File: src/rtl/imem_line_responder_if.sv
// imem_line_responder_if
//   Bundles the fetch-side request/response signals and the burst-memory
//   port of the instruction line responder.
//   slave  : the responder (drives imem_resp/imem_rdata and the burst request)
//   master : the fetch stage plus backing memory (drives requests, flush, beats)
//
//   imem_addr   [31:0] fetch word address, bits [1:0] ignored
//   imem_rmask  [3:0]  nonzero = read request
//   flush              fetch redirect, cancels any outstanding response
//   imem_resp          one-cycle response strobe
//   imem_rdata  [31:0] instruction word
//   bmem_addr   [31:0] line-aligned burst address
//   bmem_read          burst read request
//   bmem_ready         request accepted when bmem_read && bmem_ready
//   bmem_rdata  [BEAT_W-1:0] burst beat data
//   bmem_rvalid        beat valid, ascending address order
interface imem_line_responder_if #(
  parameter int BEAT_W = 64
);
  logic [31:0]       imem_addr;
  logic [3:0]        imem_rmask;
  logic              flush;
  logic              imem_resp;
  logic [31:0]       imem_rdata;
  logic [31:0]       bmem_addr;
  logic              bmem_read;
  logic              bmem_ready;
  logic [BEAT_W-1:0] bmem_rdata;
  logic              bmem_rvalid;

  modport slave (
    input  imem_addr, imem_rmask, flush, bmem_ready, bmem_rdata, bmem_rvalid,
    output imem_resp, imem_rdata, bmem_addr, bmem_read
  );

  modport master (
    output imem_addr, imem_rmask, flush, bmem_ready, bmem_rdata, bmem_rvalid,
    input  imem_resp, imem_rdata, bmem_addr, bmem_read
  );
endinterface

File: src/rtl/imem_line_responder.sv
// imem_line_responder
//   Responder end of the instruction-fetch interface. Keeps a single 32-byte
//   line buffer; hits answer one cycle after the request, misses fetch the
//   line as LINE_BEATS x BEAT_W-bit beats from the burst memory, install it,
//   then answer.
//
//   Ports:
//     clk  clock
//     rst  synchronous, active-high reset
//     bus  imem_line_responder_if.slave (fetch request/response + burst port)
//
//   Optional feature, macro IMEM_PERF_CNT_EN: adds saturating 32-bit
//   hit_count / miss_count registers (hierarchically readable, no ports).
//
//   state    | meaning
//   ---------+----------------------------------------------------------
//   IDLE     | accept requests; hits respond next cycle
//   MISS_REQ | hold bmem_read/bmem_addr until bmem_ready
//   FILL     | write incoming beats into the line buffer
//   RESP     | present the latched word (unless cancelled by flush)
module imem_line_responder #(
  parameter int LINE_BEATS = 4,
  parameter int BEAT_W     = 64
) (
  input  logic                  clk,
  input  logic                  rst,
  imem_line_responder_if.slave  bus
);

  localparam int CNT_W = $clog2(LINE_BEATS);

  typedef enum logic [1:0] {
    IDLE     = 2'd0,
    MISS_REQ = 2'd1,
    FILL     = 2'd2,
    RESP     = 2'd3
  } state_t;

  state_t state, state_nxt;

  logic [BEAT_W-1:0] line_data [LINE_BEATS];
  logic              line_valid, line_valid_nxt;
  logic [26:0]       line_tag, line_tag_nxt;
  logic [26:0]       miss_tag, miss_tag_nxt;
  logic [2:0]        miss_sel, miss_sel_nxt;   // {beat, word-in-beat}
  logic              cancel, cancel_nxt;
  logic [CNT_W-1:0]  beat_cnt, beat_cnt_nxt;

  logic              resp_q, resp_nxt;
  logic [31:0]       rdata_q, rdata_nxt;
  logic              bread_q, bread_nxt;
  logic [31:0]       baddr_q, baddr_nxt;

  logic              req;
  logic [26:0]       req_tag;
  logic              hit;
  logic              fill_we;
  logic              hit_acc;
  logic              miss_acc;
  logic [BEAT_W-1:0] hit_beat;
  logic [31:0]       hit_word;
  logic [BEAT_W-1:0] miss_beat;
  logic [31:0]       miss_word;

  logic              unused_addr_lsb;
  assign unused_addr_lsb = ^bus.imem_addr[1:0];

  assign req      = (bus.imem_rmask != 4'd0) && !bus.flush;
  assign req_tag  = bus.imem_addr[31:5];
  assign hit      = line_valid && (req_tag == line_tag);
  assign fill_we  = (state == FILL) && bus.bmem_rvalid;

  assign hit_beat  = line_data[bus.imem_addr[4:3]];
  assign hit_word  = bus.imem_addr[2] ? hit_beat[63:32] : hit_beat[31:0];
  assign miss_beat = line_data[miss_sel[2:1]];
  assign miss_word = miss_sel[0] ? miss_beat[63:32] : miss_beat[31:0];

  always_ff @(posedge clk) begin
    if (rst) begin
      state      <= IDLE;
      line_valid <= 1'b0;
      line_tag   <= '0;
      miss_tag   <= '0;
      miss_sel   <= '0;
      cancel     <= 1'b0;
      beat_cnt   <= '0;
      resp_q     <= 1'b0;
      rdata_q    <= '0;
      bread_q    <= 1'b0;
      baddr_q    <= '0;
    end else begin
      state      <= state_nxt;
      line_valid <= line_valid_nxt;
      line_tag   <= line_tag_nxt;
      miss_tag   <= miss_tag_nxt;
      miss_sel   <= miss_sel_nxt;
      cancel     <= cancel_nxt;
      beat_cnt   <= beat_cnt_nxt;
      resp_q     <= resp_nxt;
      rdata_q    <= rdata_nxt;
      bread_q    <= bread_nxt;
      baddr_q    <= baddr_nxt;
    end
  end

  // Line storage needs no reset; line_valid guards it.
  always_ff @(posedge clk) begin
    if (fill_we) begin
      line_data[beat_cnt] <= bus.bmem_rdata;
    end
  end

  always_comb begin
    state_nxt      = state;
    line_valid_nxt = line_valid;
    line_tag_nxt   = line_tag;
    miss_tag_nxt   = miss_tag;
    miss_sel_nxt   = miss_sel;
    cancel_nxt     = cancel;
    beat_cnt_nxt   = beat_cnt;
    resp_nxt       = 1'b0;
    rdata_nxt      = rdata_q;
    bread_nxt      = bread_q;
    baddr_nxt      = baddr_q;
    hit_acc        = 1'b0;
    miss_acc       = 1'b0;

    case (state)
      IDLE: begin
        if (req) begin
          if (hit) begin
            resp_nxt  = 1'b1;
            rdata_nxt = hit_word;
            hit_acc   = 1'b1;
          end else begin
            miss_tag_nxt = req_tag;
            miss_sel_nxt = bus.imem_addr[4:2];
            bread_nxt    = 1'b1;
            baddr_nxt    = {req_tag, 5'b0};
            miss_acc     = 1'b1;
            state_nxt    = MISS_REQ;
          end
        end
      end

      MISS_REQ: begin
        if (bus.flush) cancel_nxt = 1'b1;
        if (bus.bmem_ready) begin
          bread_nxt      = 1'b0;
          beat_cnt_nxt   = '0;
          // The old line is gone as soon as the first beat may land.
          line_valid_nxt = 1'b0;
          state_nxt      = FILL;
        end
      end

      FILL: begin
        if (bus.flush) cancel_nxt = 1'b1;
        if (bus.bmem_rvalid) begin
          beat_cnt_nxt = beat_cnt + 1'b1;
          if (beat_cnt == CNT_W'(LINE_BEATS - 1)) begin
            line_valid_nxt = 1'b1;
            line_tag_nxt   = miss_tag;
            // A cancelled miss still installs the line but skips RESP.
            state_nxt      = (cancel || bus.flush) ? IDLE : RESP;
          end
        end
      end

      RESP: begin
        if (!cancel && !bus.flush) begin
          resp_nxt  = 1'b1;
          rdata_nxt = miss_word;
        end
        state_nxt = IDLE;
      end

      default: state_nxt = IDLE;
    endcase

    if (state_nxt == IDLE) cancel_nxt = 1'b0;
  end

  assign bus.imem_resp  = resp_q;
  assign bus.imem_rdata = rdata_q;
  assign bus.bmem_read  = bread_q;
  assign bus.bmem_addr  = baddr_q;

`ifdef IMEM_PERF_CNT_EN
  logic [31:0] hit_count;
  logic [31:0] miss_count;

  always_ff @(posedge clk) begin
    if (rst) begin
      hit_count  <= '0;
      miss_count <= '0;
    end else begin
      if (hit_acc && (hit_count != 32'hFFFF_FFFF)) hit_count <= hit_count + 32'd1;
      if (miss_acc && (miss_count != 32'hFFFF_FFFF)) miss_count <= miss_count + 32'd1;
    end
  end
`else
  logic unused_perf;
  assign unused_perf = hit_acc ^ miss_acc;
`endif

endmodule

File: src/flat_wrapper.sv
// flat-port wrapper written by rule: the top's interface ports become plain ports
module imem_line_responder_flat 
#(
  parameter int LINE_BEATS = 4,
  parameter int BEAT_W     = 64
)
  (clk, rst, bus_imem_addr, bus_imem_rmask, bus_flush, bus_bmem_ready, bus_bmem_rdata, bus_bmem_rvalid, bus_imem_resp, bus_imem_rdata, bus_bmem_addr, bus_bmem_read);
  imem_line_responder_if #(.BEAT_W(BEAT_W)) bus_i ();
  input  logic clk;
  input  logic rst;
  input wire logic [$bits(bus_i.imem_addr)-1:0] bus_imem_addr;
  input wire logic [$bits(bus_i.imem_rmask)-1:0] bus_imem_rmask;
  input wire logic [$bits(bus_i.flush)-1:0] bus_flush;
  input wire logic [$bits(bus_i.bmem_ready)-1:0] bus_bmem_ready;
  input wire logic [$bits(bus_i.bmem_rdata)-1:0] bus_bmem_rdata;
  input wire logic [$bits(bus_i.bmem_rvalid)-1:0] bus_bmem_rvalid;
  output wire logic [$bits(bus_i.imem_resp)-1:0] bus_imem_resp;
  output wire logic [$bits(bus_i.imem_rdata)-1:0] bus_imem_rdata;
  output wire logic [$bits(bus_i.bmem_addr)-1:0] bus_bmem_addr;
  output wire logic [$bits(bus_i.bmem_read)-1:0] bus_bmem_read;
  assign bus_i.imem_addr = bus_imem_addr;
  assign bus_i.imem_rmask = bus_imem_rmask;
  assign bus_i.flush = bus_flush;
  assign bus_i.bmem_ready = bus_bmem_ready;
  assign bus_i.bmem_rdata = bus_bmem_rdata;
  assign bus_i.bmem_rvalid = bus_bmem_rvalid;
  assign bus_imem_resp = bus_i.imem_resp;
  assign bus_imem_rdata = bus_i.imem_rdata;
  assign bus_bmem_addr = bus_i.bmem_addr;
  assign bus_bmem_read = bus_i.bmem_read;
  imem_line_responder #(.LINE_BEATS(LINE_BEATS), .BEAT_W(BEAT_W)) u_core (.clk(clk), .rst(rst), .bus(bus_i));
endmodule
File: config.mk
export PLATFORM = sky130hd
export DESIGN_NAME = imem_line_responder_flat
export DESIGN_NICKNAME = d
export VERILOG_FILES = /design/src/rtl/imem_line_responder_if.sv /design/src/rtl/imem_line_responder.sv /design/src/flat_wrapper.sv
export SDC_FILE = /design/constraint.sdc
export NUM_CORES = 1
export LEC_CHECK = 0
export ABC_AREA = 1
export CORE_MARGIN = 4
export CORE_UTILIZATION = 30
export DETAILED_ROUTE_END_ITERATION = 8
export HOLD_SLACK_MARGIN = 0.06
export PLACE_DENSITY = 0.54
export RECOVER_POWER = 100
export SLEW_MARGIN = 20
export SYNTH_ARGS = -nofsm -noshare
export SYNTH_HDL_FRONTEND = slang
export SYNTH_SLANG_ARGS = --single-unit
File: constraint.sdc
create_clock -name clk -period 7.8 [get_ports clk]
set_clock_uncertainty 0.05 [all_clocks]
set_input_delay 2.34 -clock clk [delete_from_list [all_inputs] [get_ports clk]]
set_output_delay 2.34 -clock clk [all_outputs]
set_load 0.02 [all_outputs]
* Word-level counts from Yosys, hierarchy flattened *
Memories as Yosys holds them, arrays and structs flattened. A register that Yosys moved wholly into a read port is not among the register bits.
Index checks and enable logic that the tools add are counted.
Widths: inputs -> output; s select.

storage, ports and cells
  bits in registers = 97
  bits in latches = 0
  RAM bits = 256
  bits in read-only memories = 0
  output and inout bits = 66
  logic and storage cells = 78
  memories kept = 1

operators by class
  $add $sub $neg = 1
  $mul = 0
  div/mod/pow operators = 0
  order comparisons = 0
  equality and inequality tests = 12
  shifts and indexed selects = 0
  muxes and demuxes = 31
  bitwise logic cells = 1
  reduce and logical (&&, ||, !) cells = 22

memory list
  name              words  bits a word  read ports  clocked after Yosys merged registers in  write ports  RTL line                   source
  u_core.line_data  4      64           2           1                                        1            imem_line_responder.sv:41  logic [BEAT_W-1:0] line_data [LINE_BEATS];

operator list
  operator             count
  $mux 32              5
  $pmux 32 s2          1
  $eq 27x27->1         1
  $mux 2               10
  $reduce_and 4->1     3
  $mux 1               10
  $reduce_and 3->1     3
  $ne 2x2->1 const B   4
  $pmux 2 s4           1
  $eq 2x2->1 const B   3
  $ne 2x1->1 const B   3
  $pmux 1 s2           3
  $reduce_bool 2->1    3
  $logic_and 1x1->1    4
  $logic_not 2->1      2
  $pmux 2 s2           1
  $reduce_bool 4->1    1
  $reduce_or 2->1      2
  $add 2x1->2 const B  1
  $eq 2x1->1 const B   1
  $logic_not 1->1      2
  $reduce_and 2->1     1
  $logic_or 1x1->1     1
  $not 1->1            1

* Depth between registers and ports, before layout *
Gate-level depths: netlist of the first run.

  depth in word-level cells = 7
  gate-level depth with buffers = 15
  gate-level depth less buffers = 14

* Worst setup path before layout of the first run *
OpenSTA, ideal clock, no wires.

  kind = in2reg
  from = input port bus_bmem_rvalid
  to = register u_core.line_tag[0]
  library setup time = 70 ps
  arrival time = 6,135 ps
  required time = 7,680 ps
  path slack = 1,545 ps
  stages = 6
  path buffers = 2
  path through = nand2_1 nor2_1 inv_1 clkbuf_1 clkbuf_1 a21oi_1

between the ends
  word-level cells in the longest chain between the ends = 1

ends and longest elaborated chain
  what                               RTL line                   source
  from (decl)                        flat_wrapper.sv:16         input wire logic [$bits(bus_i.bmem_rvalid)-1:0] bus_bmem_rvalid;
  $reduce_and 3->1 (no source line)  --
  to (signal assigned)               imem_line_responder.sv:94  line_tag <= line_tag_nxt;
  to (decl)                          imem_line_responder.sv:43  logic [26:0] line_tag, line_tag_nxt;

No other way between the ends.
A chain may end at the register's enable or synchronous reset.

* Worst setup path in the final report of the first run *
  from = input port bus_bmem_rvalid
  to = memory u_core.line_data[0][20], enable pin

between the ends
  word-level cells in the longest chain between the ends = 3

ends and longest elaborated chain
  what                          RTL line                    source
  $logic_and 1x1->1             imem_line_responder.sv:71   assign fill_we = (state == FILL) && bus.bmem_rvalid;
  $mux 1                        imem_line_responder.sv:108  if (fill_we) begin
  $mux 1 (not written as such)  imem_line_responder.sv:109  line_data[beat_cnt] <= bus.bmem_rdata;
  to (decl)                     imem_line_responder.sv:41

No other way between the ends.

==> metrics list, run 1 <==
- The run finished, with violations left.
- The final reports fail on max-capacitance violations, max-slew violations.
* LEAKAGE: 0.00772 µW
* H-tree levels: 2
- Average routed wire per standard cell: 19.0 µm
* Main combinational cell family by area after synthesis: simple AND/OR/NAND/NOR gates
- Once routing completed, OpenROAD measured the worst setup slack at 1690 ps.
- For the final routed database, the setup TNS stands at 0 ps.
- The worst register-to-register path begins at u_core.state[0]$_SDFF_PP0_.
- Depth of the worst hold-timing path: 2
- Detailed-placement wirelength estimate: 29400 µm
- Data required time of the worst path: 7910 ps
- The kind of cell with the highest combined delay along the critical path is buffers and inverters.
- Relative to the synthesized area, the layout overhead comes to 21.6%.
* Min cycle time layout: 6110 ps
- Critical register-to-register path endpoint: u_core.line_data[0][20]$_DFFE_PP_
- The largest single stage delay on the critical path is 1740 ps.
- Starting Density: 30.5%
- Number of top-level pins: 171
- Synthesized-area fraction occupied by ao, oa, aoi and oai cells: 16.2%
- The worst setup path is captured at a flip-flop.
* Final Max Slew Viols: 267
- CTS sink count: 355
* Buffer levels on the longest clock path: 3
* R2R Setup Slk: 3270 ps
- At the placement stage, the worst setup path has a slack of 2160 ps.
- Global routing used 16.9% of the available tracks.
- CP Max Fanout: 47
- RSZ-0062 raised after global routing: false
- After synthesis, the netlist uses 32 different library cells.
- The worst pin sits at a relative slew slack of -61.8%.
* Number of resized instances in the post-cts repair step: 0
- Of the total synthesized cell area, the portion taken by AND, OR, NAND and NOR gates is 17.3%.
- Adder-Cell Fraction of Synth Area: 0.665%
- Clock latency on the worst-skew pair, taken at its later pin, is 570 ps.
- Floorplan row count: 86
- For this run the aggregate overflow at the end of global routing stands at 0.
- The total area inside the core boundary comes to 55400 µm².
- Measured in cells, the most critical reg-to-reg path has a length of 5.
* Met3 GRT Util: 3.17%
- CP Data Arrival Time: 6230 ps
- Global routing consumed, on the met1 layer, 21.9% of the routing resources.
- Number of maximum-capacitance violations: 7
* Number of fillers in the final layout: 5482
- Hold WC Path Type: reg -> reg
- The die is 245 µm wide.
- Global-route track usage on met2: 27.9%
- The number of clock buffers added by TritonCTS is 44.
- Mux share of post-synthesis cell area: 0%
- The average instance in the mapped netlist occupies 9.03 µm².
* XOR/XNOR share of the synthesized area: 0.311%
- Most Crowded Layer GR: met2
* Actual transition at the worst max-transition pin: 2430 ps
* Total number of nets in the final design: 2079
* Syn Inst Count: 1873
- CTS placed an instance of sky130_fd_sc_hd__clkbuf_16 at the clock tree root.
- Clock slew seen by the registers of the worst setup and hold paths: 60 ps
- The final-report hold violation count is 0.
- DR DRC count: 0
- Summing over every cut layer, the via total after detailed routing is 14.0k.
* Number of buffers added on ports: 163
* First-pass DRT Iterations: 5
- After clock tree synthesis, the flow added hold-fix buffers numbering 0.
- Leaving out fill and tap cells, the most frequent cell in the layout is sky130_fd_sc_hd__nand2_1.
* Die ar.: 60300 µm²
- Max Clk Rate: 164 MHz
* Maximum number of pins on one net before global-route repair: 92
- Yosys Warn Count: 0
- Share of final-layout standard cells stronger than drive strength 1: 6.85%
* Mapped Area: 16900 µm²
* Hold wc startpoint: u_core.miss_sel[1]$_SDFFE_PP0P_
- The die is 245 µm tall.
* Cell with the biggest individual delay on the critical path: sky130_fd_sc_hd__nor2_1
- Setup violations remaining at the end of the flow were counted as 0.
* Sequence of cells on the critical path: dlygate4sd3_1 > nand2_1 > nor2_1 > clkbuf_2
- The via count of the first global-routing pass is 14.0k.
* TritonCTS clock tree: built
- First-iteration detailed-routing DRC count: 1123
* Critical path launch point type: input pin
* Buf/Inv on CP: 2
- Maximum VDD drop: 135 µV
- Category of the critical setup timing path: in -> reg
* Wire length of the first global-routing pass: 79600 µm
- Synthesis inferred 355 register bits.
- Routability-driven placement finished with a final weighted congestion of 0.749.
* Post-route antenna net violation count: 0
- Sequential elements use 57.1% of the synthesized area.
- Dividing total power by cell area gives a power density of 235 nW/µm².
- Crit. Startpoint: bus_bmem_rvalid
* Layout Utilization: 37.1%
- Using the TritonRoute via totals, the vias-per-cell ratio works out to 5.07.
* Initial antenna violation count: 12
- Once the clock tree was built, the setup fixing pass inserted 0 buffers.
* Share of the clock period used by the worst path: 78.4%
- Summed over all layers, the routed wires come to 52400 µm.
- Most used cells in the layout excluding fill and tap cells: sky130_fd_sc_hd__nand2_1 (374), sky130_fd_sc_hd__edfxtp_1 (256), sky130_fd_sc_hd__inv_1 (198)
state kept, by name, indices dropped and copies added, names as in the netlist, named ones only:
signal                 cells
u_core.line_tag           27
u_core.beat_cnt            2
u_core.line_valid          1
u_core.miss_sel            3
u_core.line_data         256
u_core.bus.imem_resp       1
u_core.bus.imem_rdata     32
u_core.cancel              1
u_core.bus.bmem_read       1
u_core.bus.bmem_addr      27
u_core.state               2
report_power, final:
group | internal, µW | leakage (µW) | switching, µW
Clock | 1330 | 0.000771 | 815
Combinational | 201 | 0.00383 | 369
Sequential | 2060 | 0.00311 | 51.9
Total | 3600 | 0.00772 | 1240
Yosys cell counts:
cell	instances	share of area, %
sky130_fd_sc_hd__nand2_1	373	8.3
sky130_fd_sc_hd__edfxtp_1	256	45
sky130_fd_sc_hd__inv_1	199	4.4
sky130_fd_sc_hd__a21oi_1	187	5.5
sky130_fd_sc_hd__nand3_1	166	4.9
sky130_fd_sc_hd__o21ai_0	159	4.7
sky130_fd_sc_hd__o211ai_1	128	5.7
sky130_fd_sc_hd__dfxtp_1	99	12
sky130_fd_sc_hd__clkbuf_1	82	1.8
sky130_fd_sc_hd__nor2_1	69	1.5
sky130_fd_sc_hd__buf_2	37	1.1
sky130_fd_sc_hd__nand4_1	33	1.2
sky130_fd_sc_hd__nor2_2	29	1.1
sky130_fd_sc_hd__buf_1	13	0.29
sky130_fd_sc_hd__ha_1	9	0.67
sky130_fd_sc_hd__buf_4	5	0.22
sky130_fd_sc_hd__inv_2	5	0.11
sky130_fd_sc_hd__a211oi_1	3	0.13
sky130_fd_sc_hd__xnor2_1	3	0.16
sky130_fd_sc_hd__xor2_1	3	0.16
sky130_fd_sc_hd__buf_12	2	0.24
sky130_fd_sc_hd__buf_6	2	0.13
sky130_fd_sc_hd__clkinv_1	2	0.044
sky130_fd_sc_hd__a21o_1	1	0.044
sky130_fd_sc_hd__a41oi_2	1	0.096
sky130_fd_sc_hd__and2_1	1	0.037
sky130_fd_sc_hd__conb_1	1	0.022
sky130_fd_sc_hd__nand2_2	1	0.037
sky130_fd_sc_hd__nand2_4	1	0.067
sky130_fd_sc_hd__nor2_4	1	0.067
sky130_fd_sc_hd__nor3_2	1	0.059
sky130_fd_sc_hd__or2_0	1	0.037
how the worst max path moves through the flow:
stage                                                    to  slack, ps  cells after the start
final                     u_core.line_data[0][20]$_DFFE_PP_       1690                      4
after global routing      u_core.line_data[0][35]$_DFFE_PP_       1430                      4
after CTS                                         flip-flop       2760                     11
after detailed placement                          flip-flop       2160                     11
after global placement                            flip-flop       2140                     11
after floorplan             u_core.line_tag[0]$_SDFFE_PP0P_       1540                      6
worst min-delay path, stage by stage, from the launching register on:
cell and delay [ps]:
sky130_fd_sc_hd__dfxtp_1 290, sky130_fd_sc_hd__nand2_1 50, sky130_fd_sc_hd__a21oi_1 70
stage by stage:
stage,total power (µW),cell area [µm²],hold WS [ps],cells
final,4830,20600,409,2757
after global routing,5030,20600,446,2752
after CTS,4920,20600,412,2748
after detailed placement,2740,19000,402,2666
after global placement,2730,19000,393,2666
after floorplan,2490,16900,383,1877
cell type report:
class | instances | area (µm²) | area share [%]
Timing Repair Buffer | 183 | 1770 | 8.58
Multi-Input combinational cell | 1175 | 5850 | 28.4
Tap cell | 748 | 936 | 4.55
Clock buffer | 61 | 1300 | 6.30
Antenna cell | 8 | 20.0 | 0.0973
Sequential cell | 355 | 9680 | 47.0
Clock inverter | 21 | 256 | 1.25
Inverter | 206 | 778 | 3.78
per-layer routing:
metal	share of wire (%)	wire, µm
met1	43	22400
met2	46	24300
met3	7.8	4070
met4	3.1	1650
met5	0.044	23
cells by family after synthesis:
group | count (synthesis)
AND/OR/NAND/NOR | 676
XOR/XNOR | 6
flip-flops | 355
buffers and inverters | 347
AO/OA/AOI/OAI | 479
other | 1
adder cells (fa/ha/maj) | 9
(Power assumes the default switching activity.)
==> inputs of run 2 (changes only) <==
==> constraint.sdc (replaced) <==
create_clock -name clk -period 6.2 [get_ports clk]
set_clock_uncertainty 0.05 [all_clocks]
set_input_delay 1.86 -clock clk [delete_from_list [all_inputs] [get_ports clk]]
set_output_delay 1.86 -clock clk [all_outputs]
set_load 0.02 [all_outputs]
==> run 2 against run 1 <==
Compared with the run above:
- the flow still finishes with violations (max-capacitance violations, max-slew violations)
- clock power up 10%
- final cell count down 0.25%
- first-iteration DRC count unchanged
- hold slack worse by 4.8 ps
- setup slack worse by 350 ps
- register-to-register slack worse by 820 ps
- sequential share of layout area up 0.57 points
- routed wire length down 0.93%
- utilization down 0.45 points
- sequential power up 26%
- critical endpoint is now u_core.line_data[0][18]$_DFFE_PP_
- largest cell class unchanged
- largest power group is now registers
==> metrics list, run 2 (synthesis results as in run 1) <==
- Clock slew seen by the registers of the worst setup and hold paths: 60 ps
* Min cycle time layout: 4870 ps
* Core outline area: 55400 µm²
- First-pass DRT Iterations: 6
- TritonCTS clock tree: built
- Once the clock tree was built, the setup fixing pass inserted 0 buffers.
* Critical path endpoint category: flip-flop
- Total track usage: 16.6%
* CP Max Fanout: 23
* Final Non-Filler Cells: 2750
- Traced cell by cell, the critical path runs through dlygate4sd3_1 > nand2_1 > nor2_1 > buf_4.
- Once the clock tree was built, the resizer swapped 0 gates to a different size.
- The register with the most flip-flops in the layout has 256 of them.
- Along the worst hold path, the cell count comes to 2.
* Result of the run: complete, but fails checks
- The area growth from synthesis to layout is 20.2%.
- Setup TNS Final: 0 ps
* Worst Hold Margin: 404 ps
- Dividing total power by cell area gives a power density of 282 nW/µm².
* Maximum VDD drop: 167 µV
- Worst-skew pair later-pin latency: 560 ps
- Num CTS Buffers: 41
* Number of top-level pins: 171
- Hold WC Path Type: reg -> reg
- Die width: 245 µm
- Number of failing hold endpoints at the final stage: 0
- The floorplan has 86 rows.
- Critical path launch point type: input pin
* Number of cells after detailed placement: 2670
* Initial antenna violation count: 14
- Total number of nets in the final design: 2079
- Number of maximum-capacitance violations: 8
- H-tree levels: 2
- DR DRC count: 0
- Maximum number of pins on one net before global-route repair: 83
- In the final layout, the multi-input gates occupy 5820 µm².
- The final critical path takes up 78.5% of the cycle.
- Worst reg2reg path depth: 5
- Counting the fill cells in the layout gives 5481.
* Final setup violating endpoints: 0
- Post-route standard cell area excluding fillers: 20300 µm²
- Starting Density: 30.5%
- In this run, post-CTS hold repair placed 0 buffers.
* CP Data Arrival Time: 5050 ps
- Final Max Slew Viols: 249
- Summing all placed instances gives a cell area of 19100 µm².
* Buffer levels on the longest clock path: 3
- Failing checks: max-capacitance violations, max-slew violations
- Data required time of the worst path: 6380 ps
* CTS sink count: 355
* RSZ-0062 raised after global routing: false
- The analysis attributes to cell leakage a power of 0.00758 µW.
* Most used cells in the layout excluding fill and tap cells: sky130_fd_sc_hd__nand2_1 (374), sky130_fd_sc_hd__edfxtp_1 (256), sky130_fd_sc_hd__inv_1 (197)
* Most frequent standard cell in the layout excluding fill and tap cells: sky130_fd_sc_hd__nand2_1
* Detailed-placement wirelength estimate: 29600 µm
- The tree is rooted in a sky130_fd_sc_hd__clkbuf_16.
- In this run the tool buffered the top-level ports with 163 buffer cells.
* Die ar.: 60300 µm²
* Sum of overflow across all layers after global routing: 0
- Share of final-layout standard cells stronger than drive strength 1: 5.51%
* Vias in the first global route: 13.9k
- The first global-routing pass estimated 78200 µm of wire.
- Ranked by flip-flop count, first place goes to u_core.line_data.
* Storage element area: 9680 µm²
- The detail route stage leaves a number of antenna-violating nets equal to 0.
* Actual transition at the worst max-transition pin: 2640 ps
* Headroom to the max-slew limit: -76.4%
- Overall die height: 245 µm
- In the routed layout, each cell is associated on average with a via count of 5.08.
- Wires add up to 51900 µm.
- Cell with the biggest individual delay on the critical path: sky130_fd_sc_hd__nor2_1
* Total number of vias: 14.0k
- First-iteration detailed-routing DRC count: 1123
- The critical path is of the in -> reg type.
* Largest stage delay on the critical path: 1940 ps
- The congestion estimate from routability-driven global placement came to 0.748.
- Static timing analysis puts the maximum clock frequency at 205 MHz.
- Average routed wire per standard cell: 18.9 µm
## run 2: cell types whose count changed in the layout (fill, tap and decap cells not counted), sizes merged
cell      before  now
clkbuf        67   56
clkinv        13   23
inv          208  202
buf           17   19
diode          8    6
bufinv         5    4
clkinvlp       1    2
## run 2: final timing paths
path | from | to | slack, ps
worst max-delay path | bus_bmem_rvalid | u_core.line_data[0][18]$_DFFE_PP_ | 1330
worst max register to register | u_core.state[0]$_SDFF_PP0_ | u_core.line_data[0][18]$_DFFE_PP_ | 2450
worst min-delay path | u_core.miss_sel[2]$_SDFFE_PP0P_ | flip-flop | 400
worst min register to register | u_core.miss_sel[2]$_SDFFE_PP0P_ | flip-flop | 400
## run 2: area by class of cell
| class | instances | share of cell area (%) |
|---|---|---|
| clock buffers | 49 | 5.30 |
| well taps | 748 | 4.60 |
| inverters | 206 | 3.83 |
| multi-input cells | 1175 | 28.6 |
| clock inverters | 25 | 1.14 |
| repair buffers | 186 | 8.82 |
| diodes | 6 | 0.0738 |
| flip-flops and latches | 355 | 47.6 |
## run 2: metrics by stage
stage	power [µW]	setup slack (ps)	utilization, %
floorplan	3130	425	-
detailed placement	3450	1220	34.5
global placement	3440	1230	34.5
CTS	5850	1800	36.8
finish	5740	1330	36.7
global route	5990	1050	36.7
## run 2: layer usage
metal  up-vias  track usage (%)  wire [µm]
met3       128             3.86       4060
li1       6641                -          -
met1      6674             21.2      22200
met4         6             6.46       1570
met2       512             27.5      24100
met5         -                0         37
## run 2: critical path, delay by kind of cell
family | cells | cell delay, ps
and+or+nand+nor | 2 | 2060
buffers and inverters | 2 | 1090
## run 2: power breakdown
part	total (µW)	internal [µW]	switching, µW
clock network	2370	1410	963
logic	711	249	462
registers	2660	2590	62.8
